<file path="src/rtl/arq_multilink_ctrl_pkg.sv">
// arq_pkg: shared definitions for the multi-link ARQ / flow-control engine.
//   - baseband packet type codes used by the RX verdict logic
//   - pyld_sel_t : payload selection for the next TX slot
//   - tx_state_t : per-link TX state
//   - is_data_pktype / is_kk_pktype : packet type classification
package arq_pkg;

  // Packet type codes that the verdict logic distinguishes
  localparam logic [3:0] PKT_NULL = 4'h0;
  localparam logic [3:0] PKT_POLL = 4'h1;
  localparam logic [3:0] PKT_DM1  = 4'h3;
  localparam logic [3:0] PKT_DH1  = 4'h4;
  localparam logic [3:0] PKT_HV1  = 4'h5;
  localparam logic [3:0] PKT_HV2  = 4'h6;
  localparam logic [3:0] PKT_HV3  = 4'h7;
  localparam logic [3:0] PKT_DV   = 4'h8;
  localparam logic [3:0] PKT_AUX1 = 4'h9;
  localparam logic [3:0] PKT_DM3  = 4'hA;
  localparam logic [3:0] PKT_DH3  = 4'hB;
  localparam logic [3:0] PKT_DM5  = 4'hE;
  localparam logic [3:0] PKT_DH5  = 4'hF;

  typedef enum logic [1:0] {
    PYLD_NONE = 2'd0,  // NULL/POLL, no payload
    PYLD_NEW  = 2'd1,
    PYLD_OLD  = 2'd2,  // retransmission
    PYLD_ZERO = 2'd3   // zero-length continuation after a flush
  } pyld_sel_t;

  typedef enum logic [1:0] {
    TX_IDLE     = 2'd0,
    TX_WAIT_ACK = 2'd1,
    TX_FLUSH    = 2'd2
  } tx_state_t;

  // ACL packet types that carry sequenced data
  function automatic logic is_data_pktype(input logic [3:0] t);
    case (t)
      PKT_DM1, PKT_DH1, PKT_DV, PKT_DM3, PKT_DH3, PKT_DM5, PKT_DH5: return 1'b1;
      default: return 1'b0;
    endcase
  endfunction

  // Control and voice types: always rejected on an ACL link, ack untouched
  function automatic logic is_kk_pktype(input logic [3:0] t);
    case (t)
      PKT_NULL, PKT_POLL, PKT_HV1, PKT_HV2, PKT_HV3, PKT_AUX1: return 1'b1;
      default: return 1'b0;
    endcase
  endfunction

endpackage

</file>
<file path="src/rtl/arq_link_state.sv">
// arq_link_state: ARQ / flow state of one logical transport.
// Holds seqn_old, txseqn, ack, peer_stop, esco_got and the TX FSM.
// Ports:
//   clk_6M, rstz         clock, async active-low reset
//   hdr_hit              good header addressed to this link (hdr_arqn/hdr_flow valid)
//   nak_hit              bad header while this link was the last TX target
//   done_hit             payload end for a packet addressed to this link
//   pktype, rx_seqn      captured header fields of that packet
//   crcgood, micgood     payload checks
//   is_esco              link is eSCO
//   esco_win_start_p     clears esco_got
//   flush_req            flush request
//   tx_hit, tx_data_pending  TX header request for this link
//   peer_stop            last received FLOW was 0
//   v_accept/ignore/reject   verdict (combinational, gated by done_hit)
//   sel, tx_seqn_bit, tx_ack_bit  TX decision (combinational, gated by tx_hit)
module arq_link_state
  import arq_pkg::*;
(
  input  logic       clk_6M,
  input  logic       rstz,
  input  logic       hdr_hit,
  input  logic       hdr_arqn,
  input  logic       hdr_flow,
  input  logic       nak_hit,
  input  logic       done_hit,
  input  logic [3:0] pktype,
  input  logic       rx_seqn,
  input  logic       crcgood,
  input  logic       micgood,
  input  logic       is_esco,
  input  logic       esco_win_start_p,
  input  logic       flush_req,
  input  logic       tx_hit,
  input  logic       tx_data_pending,
  output logic       peer_stop,
  output logic       v_accept,
  output logic       v_ignore,
  output logic       v_reject,
  output pyld_sel_t  sel,
  output logic       tx_seqn_bit,
  output logic       tx_ack_bit
);

  logic      seqn_old_reg;
  logic      txseqn_reg;
  logic      ack_reg;
  logic      peer_stop_reg;
  logic      esco_got_reg;
  tx_state_t state_reg;

  logic ack_set, ack_clr, seqn_wr, got_set;

  // RX verdict for the packet just completed
  always_comb begin
    v_accept = 1'b0;
    v_ignore = 1'b0;
    v_reject = 1'b0;
    ack_set  = 1'b0;
    ack_clr  = 1'b0;
    seqn_wr  = 1'b0;
    got_set  = 1'b0;
    if (done_hit) begin
      if (is_esco) begin
        if (esco_got_reg) begin
          v_ignore = 1'b1;
          ack_set  = 1'b1;
        end else if (crcgood) begin
          v_accept = 1'b1;
          ack_set  = 1'b1;
          got_set  = 1'b1;
        end else begin
          v_reject = 1'b1;
          ack_clr  = 1'b1;
        end
      end else if (is_data_pktype(pktype)) begin
        if (rx_seqn == seqn_old_reg) begin
          // duplicate of an already accepted packet: re-ack it
          v_ignore = 1'b1;
          ack_set  = 1'b1;
        end else if (crcgood && micgood) begin
          v_accept = 1'b1;
          ack_set  = 1'b1;
          seqn_wr  = 1'b1;
        end else begin
          v_reject = 1'b1;
          ack_clr  = 1'b1;
        end
      end else if (is_kk_pktype(pktype)) begin
        v_reject = 1'b1;
      end
      // FHS/EV4/EV5 on an ACL link are not expected there: no verdict
    end
  end

  // TX payload choice from pre-update state
  always_comb begin
    sel = PYLD_NONE;
    if (tx_hit && !peer_stop_reg) begin
      case (state_reg)
        TX_IDLE:     sel = tx_data_pending ? PYLD_NEW : PYLD_NONE;
        TX_WAIT_ACK: sel = PYLD_OLD;
        TX_FLUSH:    sel = PYLD_ZERO;
        default:     sel = PYLD_NONE;
      endcase
    end
  end

  assign tx_seqn_bit = tx_hit & txseqn_reg;
  assign tx_ack_bit  = tx_hit & ack_reg;
  assign peer_stop   = peer_stop_reg;

  always_ff @(posedge clk_6M or negedge rstz) begin
    if (!rstz) begin
      seqn_old_reg  <= 1'b0;
      txseqn_reg    <= 1'b1;
      ack_reg       <= 1'b0;
      peer_stop_reg <= 1'b0;
      esco_got_reg  <= 1'b0;
      state_reg     <= TX_IDLE;
    end else begin
      if (hdr_hit) peer_stop_reg <= !hdr_flow;

      // a corrupted header forces a NAK on the link we last transmitted to
      if (nak_hit)      ack_reg <= 1'b0;
      else if (ack_set) ack_reg <= 1'b1;
      else if (ack_clr) ack_reg <= 1'b0;

      if (seqn_wr) seqn_old_reg <= rx_seqn;

      // a window start closes the previous window even if a packet ends now
      if (esco_win_start_p) esco_got_reg <= 1'b0;
      else if (got_set)     esco_got_reg <= 1'b1;

      case (state_reg)
        TX_IDLE: begin
          if (tx_hit && !peer_stop_reg && tx_data_pending) state_reg <= TX_WAIT_ACK;
        end
        TX_WAIT_ACK: begin
          if (hdr_hit && hdr_arqn) begin
            state_reg  <= TX_IDLE;
            txseqn_reg <= !txseqn_reg;
          end else if (flush_req) begin
            state_reg <= TX_FLUSH;
          end
        end
        TX_FLUSH: begin
          if (hdr_hit && hdr_arqn) begin
            state_reg  <= TX_IDLE;
            txseqn_reg <= !txseqn_reg;
          end
        end
        default: state_reg <= TX_IDLE;
      endcase
    end
  end

endmodule

</file>
<file path="src/rtl/arq_multilink_ctrl.sv">
// arq_multilink_ctrl: multi-link ARQ and flow-control engine.
// Tracks SEQN/ARQN/FLOW for LT_ADDR 1..NLINK, classifies received packets
// (accept/ignore/reject) and picks the payload for the next TX slot.
// Ports:
//   clk_6M, rstz                      clock, async active-low reset
//   header_st_p + dec_* + hecgood/cacgood   received header
//   pyload_done_p + crcgood/micgood   end of received packet
//   esco_mask, esco_win_start_p       eSCO links and window start
//   rxbuf_full, flush_p               per-link RX buffer state / flush request
//   tx_req_p, tx_lt, tx_data_pending  TX header request
//   tx_arqn/tx_seqn/tx_flow/tx_pyld_sel  registered TX header decision
//   rx_accept_p/rx_ignore_p/rx_reject_p  verdict pulses
//   peer_stop                         per-link remote flow stop
module arq_multilink_ctrl
  import arq_pkg::*;
#(
  parameter int NLINK = 7,
  parameter int LTW   = 3
) (
  input  logic             clk_6M,
  input  logic             rstz,
  input  logic             header_st_p,
  input  logic [LTW-1:0]   dec_lt_addr,
  input  logic [3:0]       dec_pktype,
  input  logic             dec_seqn,
  input  logic             dec_arqn,
  input  logic             dec_flow,
  input  logic             hecgood,
  input  logic             cacgood,
  input  logic             pyload_done_p,
  input  logic             crcgood,
  input  logic             micgood,
  input  logic [NLINK-1:0] esco_mask,
  input  logic             esco_win_start_p,
  input  logic [NLINK-1:0] rxbuf_full,
  input  logic [NLINK-1:0] flush_p,
  input  logic             tx_req_p,
  input  logic [LTW-1:0]   tx_lt,
  input  logic             tx_data_pending,
  output logic             tx_arqn,
  output logic             tx_seqn,
  output logic             tx_flow,
  output logic [1:0]       tx_pyld_sel,
  output logic             rx_accept_p,
  output logic             rx_ignore_p,
  output logic             rx_reject_p,
  output logic [NLINK-1:0] peer_stop
);

  logic           hdr_ok;
  logic           hdr_addr_reg;
  logic [LTW-1:0] hdr_lt_reg;
  logic [3:0]     hdr_pktype_reg;
  logic           hdr_seqn_reg;
  logic [LTW-1:0] last_tx_lt_reg;

  logic           rx_accept_reg, rx_ignore_reg, rx_reject_reg;
  logic           tx_arqn_reg, tx_seqn_reg, tx_flow_reg;
  logic [1:0]     tx_pyld_sel_reg;

  logic [NLINK-1:0] hdr_hit, nak_hit, done_hit, tx_hit;
  logic [NLINK-1:0] v_acc, v_ign, v_rej, lnk_seqn, lnk_ack, lnk_full;
  pyld_sel_t        lnk_sel [NLINK];
  logic [1:0]       sel_or;

  assign hdr_ok = hecgood & cacgood;

  // Link i lives at LT_ADDR gi+1; LT_ADDR 0 and out-of-range addresses match nothing
  genvar gi;
  generate
    for (gi = 0; gi < NLINK; gi++) begin : g_link
      assign hdr_hit[gi]  = header_st_p & hdr_ok & (dec_lt_addr == LTW'(gi + 1));
      assign nak_hit[gi]  = header_st_p & !hdr_ok & (last_tx_lt_reg == LTW'(gi + 1));
      assign done_hit[gi] = pyload_done_p & hdr_addr_reg & (hdr_lt_reg == LTW'(gi + 1));
      assign tx_hit[gi]   = tx_req_p & (tx_lt == LTW'(gi + 1));
      assign lnk_full[gi] = tx_hit[gi] & rxbuf_full[gi];

      arq_link_state u_link (
        .clk_6M           (clk_6M),
        .rstz             (rstz),
        .hdr_hit          (hdr_hit[gi]),
        .hdr_arqn         (dec_arqn),
        .hdr_flow         (dec_flow),
        .nak_hit          (nak_hit[gi]),
        .done_hit         (done_hit[gi]),
        .pktype           (hdr_pktype_reg),
        .rx_seqn          (hdr_seqn_reg),
        .crcgood          (crcgood),
        .micgood          (micgood),
        .is_esco          (esco_mask[gi]),
        .esco_win_start_p (esco_win_start_p),
        .flush_req        (flush_p[gi]),
        .tx_hit           (tx_hit[gi]),
        .tx_data_pending  (tx_data_pending),
        .peer_stop        (peer_stop[gi]),
        .v_accept         (v_acc[gi]),
        .v_ignore         (v_ign[gi]),
        .v_reject         (v_rej[gi]),
        .sel              (lnk_sel[gi]),
        .tx_seqn_bit      (lnk_seqn[gi]),
        .tx_ack_bit       (lnk_ack[gi])
      );
    end
  endgenerate

  // Link outputs are already gated by their hit, so OR acts as the mux
  always_comb begin
    sel_or = 2'b00;
    for (int i = 0; i < NLINK; i++) sel_or = sel_or | lnk_sel[i];
  end

  always_ff @(posedge clk_6M or negedge rstz) begin
    if (!rstz) begin
      hdr_addr_reg    <= 1'b0;
      hdr_lt_reg      <= '0;
      hdr_pktype_reg  <= 4'h0;
      hdr_seqn_reg    <= 1'b0;
      last_tx_lt_reg  <= '0;
      rx_accept_reg   <= 1'b0;
      rx_ignore_reg   <= 1'b0;
      rx_reject_reg   <= 1'b0;
      tx_arqn_reg     <= 1'b0;
      tx_seqn_reg     <= 1'b0;
      tx_flow_reg     <= 1'b0;
      tx_pyld_sel_reg <= 2'b00;
    end else begin
      if (header_st_p) begin
        hdr_addr_reg   <= |hdr_hit;
        hdr_lt_reg     <= dec_lt_addr;
        hdr_pktype_reg <= dec_pktype;
        hdr_seqn_reg   <= dec_seqn;
      end

      rx_accept_reg <= |v_acc;
      rx_ignore_reg <= |v_ign;
      rx_reject_reg <= |v_rej;

      if (tx_req_p) begin
        last_tx_lt_reg  <= tx_lt;
        tx_pyld_sel_reg <= sel_or;
        tx_seqn_reg     <= |lnk_seqn;
        tx_arqn_reg     <= |lnk_ack;
        tx_flow_reg     <= !(|lnk_full);
      end
    end
  end

  assign rx_accept_p = rx_accept_reg;
  assign rx_ignore_p = rx_ignore_reg;
  assign rx_reject_p = rx_reject_reg;
  assign tx_arqn     = tx_arqn_reg;
  assign tx_seqn     = tx_seqn_reg;
  assign tx_flow     = tx_flow_reg;
  assign tx_pyld_sel = tx_pyld_sel_reg;

endmodule

</file>
<file path="config.mk">
export PLATFORM = sky130hd
export DESIGN_NAME = arq_multilink_ctrl
export DESIGN_NICKNAME = d
export VERILOG_FILES = /design/src/rtl/arq_multilink_ctrl_pkg.sv /design/src/rtl/arq_link_state.sv /design/src/rtl/arq_multilink_ctrl.sv
export SDC_FILE = /design/constraint.sdc
export NUM_CORES = 1
export LEC_CHECK = 0
export CAP_MARGIN = 0
export CORE_MARGIN = 2
export CORE_UTILIZATION = 35
export DETAILED_ROUTE_END_ITERATION = 10
export GPL_TIMING_DRIVEN = 0
export PLACE_DENSITY = 0.62
export SYNTH_ARGS = -nofsm -noshare
export SYNTH_HDL_FRONTEND = slang
export SYNTH_SLANG_ARGS = --single-unit
</file>
<file path="constraint.sdc">
create_clock -name clk_6M -period 2 [get_ports clk_6M]
set_input_delay 0.6 -clock clk_6M [delete_from_list [all_inputs] [get_ports clk_6M]]
set_output_delay 0.6 -clock clk_6M [all_outputs]
set_load 0.02 [all_outputs]
</file>
==> impl_results.md <==
- Post-synth top flop: dfrtp_1
- Max cap viols: 0
- Clk_lat worst skew: 340 ps
- Site row count: 41
- Post-Synthesis Cells: 513
- Clock skew: 6.37 ps
- Ys async rst share: 1.00
- Number of synthesized flops with an enable pin: 0
- HP Class: in -> async
- Max VDD drop: 0.448 mV
- Total core area: 0.0128 mm2
- Final #Nets: 651
- Critical path startpoint category: flop
- Via Count: 4183
- Outcome: completed
- Crit. End Element: flop
- Synthesized cell area: 0.00462 mm2
- CTS Buf Count: 9
- Starting Density: 0.362
- Total grt overflow: 0
- Slew margin rel.: 0.455
- Root Buffer: clkbuf_16
- Power Density: 957 mW/mm2
- CTS hold repair buffers: 0
- DR iter-0 viols: 329
- Avg Inst Size Synth: 9.01 um2
- Fin crit share: 0.998
- Slew @ Worst Pin: 813 ps
- Initial antenna violation count: 1
- RSZ-0062 raised after global routing: yes
- Placed cell areas: 0.00538 mm2
- Clock-pin slew on the worst setup and hold paths: 60 ps
- Multi-input logic area: 0.00293 mm2
- Number of port buffers: 52
- Max Buffers Root-to-Sink: 2
- Reg2Reg Depth: 5
- Final TNS setup: 0 ps
- Flop-to-flop setup slack: 4 ps
- FF+latch area: 0.00174 mm2
- Worst EP arrival: 2220 ps
- First-pass GRT wire length: 22100 um
- Leakage: 2.53 nW
- Fillers: 1217
- Seq/Total Area, Yosys: 0.376
- Synth warn: 0
- Routed Antenna Nets: 0
- Top Ports: 60
- DP HPWL: 10300 um
- Final instance area: 0.00603 mm2
- Final Critical Period: 2000 ps
- DIE AREA: 0.0141 mm2
- Number of global-route vias before repair: 4162
- GRT Total Usage: 0.197
- Yosys reg bits: 69
- Die height: 119 um
- Worst reg2reg path startpoint: hdr_pktype_reg[1]
- RD Place Congestion: 0.903
- CTS tree: yes
- Routed len/inst: 18.0 um
- DRC violations left: 0
- Critical Path Fanout Max: 8
- Max FFs per register: 14
- Most common cell after layout, fill and taps aside: dfrtp_1
- Clk sink count: 69
- Vias per inst: 5.52
- Pin count of the biggest net entering global routing: 55
- Fin. Hold Viols: 0
- R2R Path End: g_link[2].u_link.seqn_old_reg
- Final slew viol count: 0
- Layout cell share with drive strength beyond 1: 0.209
- Most frequent cells in the layout: dfrtp_1 (58), nor2_1 (46), nand2_1 (42)
- Synth unique cells: 66
- H-tree Lvls: 3
- Die W: 119 um
- WS Path Type: reg -> reg
- Detailed Routing Iterations Pass 1: 5
- Fmax: 501 MHz
- Req. time, crit path: 2230 ps
- Layout area overhead: 30.6%
- Final WL: 13600 um
- Syn_nets: 584
- Count of final setup violators: 0
[what timing repair did]
item                       CTS  global route
pin swaps                    2             7
setup buffers                1             2
gates resized for setup     49            38
setup endpoints to repair   49            17
[layer usage]
layer	global-route usage	part of all wire	vias up
met5	0	0	-
met4	0.0432	0.010	0
met3	0.0421	0.066	12
met2	0.304	0.47	134
met1	0.282	0.46	2053
li1	-	-	1984
[final cells by class]
class / count / share of cell area
multi-input cells: 390 / 0.485
flip-flops and latches: 69 / 0.288
repair buffers: 56 / 0.0917
clock buffers: 9 / 0.0373
well taps: 172 / 0.0357
plain buffers: 27 / 0.0286
inverters: 27 / 0.0168
clock inverters: 7 / 0.0162
diodes: 1 / 0.000415
[where the power goes]
group	switching (mW)	total, mW	internal [mW]
clock network	0.674	1.77	1.10
registers	0.265	1.99	1.73
logic	1.11	2.01	0.899
total	2.05	5.77	3.73
[worst max-delay path, cell delays in order, from the launching register on]
cell	delay, ps
dfrtp_1	420
nor4b_4	380
a211o_4	200
nand2_8	70
or4b_4	500
mux2_4	310
[metrics by stage]
step | instances | util | hold slack [ps] | worst slack (ps) | power, mW
finish | 758 | 0.472 | 130 | 3.76 | 5.77
global route | 758 | 0.472 | 143 | -59.9 | 6.14
global placement | 737 | 0.419 | 477 | -2200 | 3.82
detailed placement | 738 | 0.421 | 483 | -957 | 3.94
floorplan | 513 | - | 304 | 16.8 | 3.27
CTS | 755 | 0.458 | 141 | -119 | 5.75
[how the worst max path moves through the flow]
stage                      start                       endpoint  slack (ps)  cells past startpoint
5_1_grt        hdr_pktype_reg[1]  g_link[2].u_link.seqn_old_reg         -60                      5
2_1_floorplan           tx_lt[1]  g_link[1].u_link.state_reg[0]          20                      7
4_1_cts                 dec_arqn  g_link[3].u_link.state_reg[0]        -120                      5
3_3_place_gp                rstz                 tx_pyld_sel[0]       -2200                      1
6_report       hdr_pktype_reg[1]  g_link[2].u_link.seqn_old_reg           4                      5
3_5_place_dp             crcgood                    rx_reject_p        -960                      6
[cell usage after synthesis (3+ instances only)]
cell type / number / area, um2
o21ai_1: 12 / 60.1
nor4_1: 5 / 31.3
nor2b_1: 10 / 62.6
a21oi_1: 25 / 125
a22oi_1: 14 / 105
inv_1: 26 / 97.6
xnor2_1: 8 / 70.1
nand2_1: 43 / 161
mux2_2: 15 / 169
or3_1: 11 / 68.8
nand4_1: 4 / 25.0
a2111oi_0: 3 / 26.3
mux2_1: 9 / 101
dfstp_2: 7 / 184
nor3_1: 16 / 80.1
nor3b_1: 4 / 30.0
xor2_1: 6 / 52.6
ha_1: 26 / 325
nor2_1: 48 / 180
buf_2: 9 / 45.0
o21ai_0: 22 / 110
dfrtp_1: 62 / 1550
nand3_1: 22 / 110
nand2b_1: 11 / 68.8
buf_4: 8 / 60.1
o22ai_1: 5 / 31.3
clkbuf_1: 8 / 30.0
a211oi_1: 3 / 22.5
a31oi_1: 14 / 87.6
mux2i_1: 6 / 60.1
[cell families (layout without fill, tap and decap cells)]
| family | after synthesis | count (layout) | share of synthesized area |
|---|---|---|---|
| XOR/XNOR | 14 | 14 | 0.0265 |
| flip-flops | 69 | 69 | 0.376 |
| other | 0 | 1 | 0 |
| AND/OR/NAND/NOR | 194 | 194 | 0.217 |
| adder cells (fa/ha/maj) | 26 | 26 | 0.0704 |
| AO/OA/AOI/OAI | 123 | 123 | 0.170 |
| buffers and inverters | 54 | 126 | 0.0561 |
| multiplexers | 33 | 33 | 0.0845 |
(Power assumes the default switching activity.)
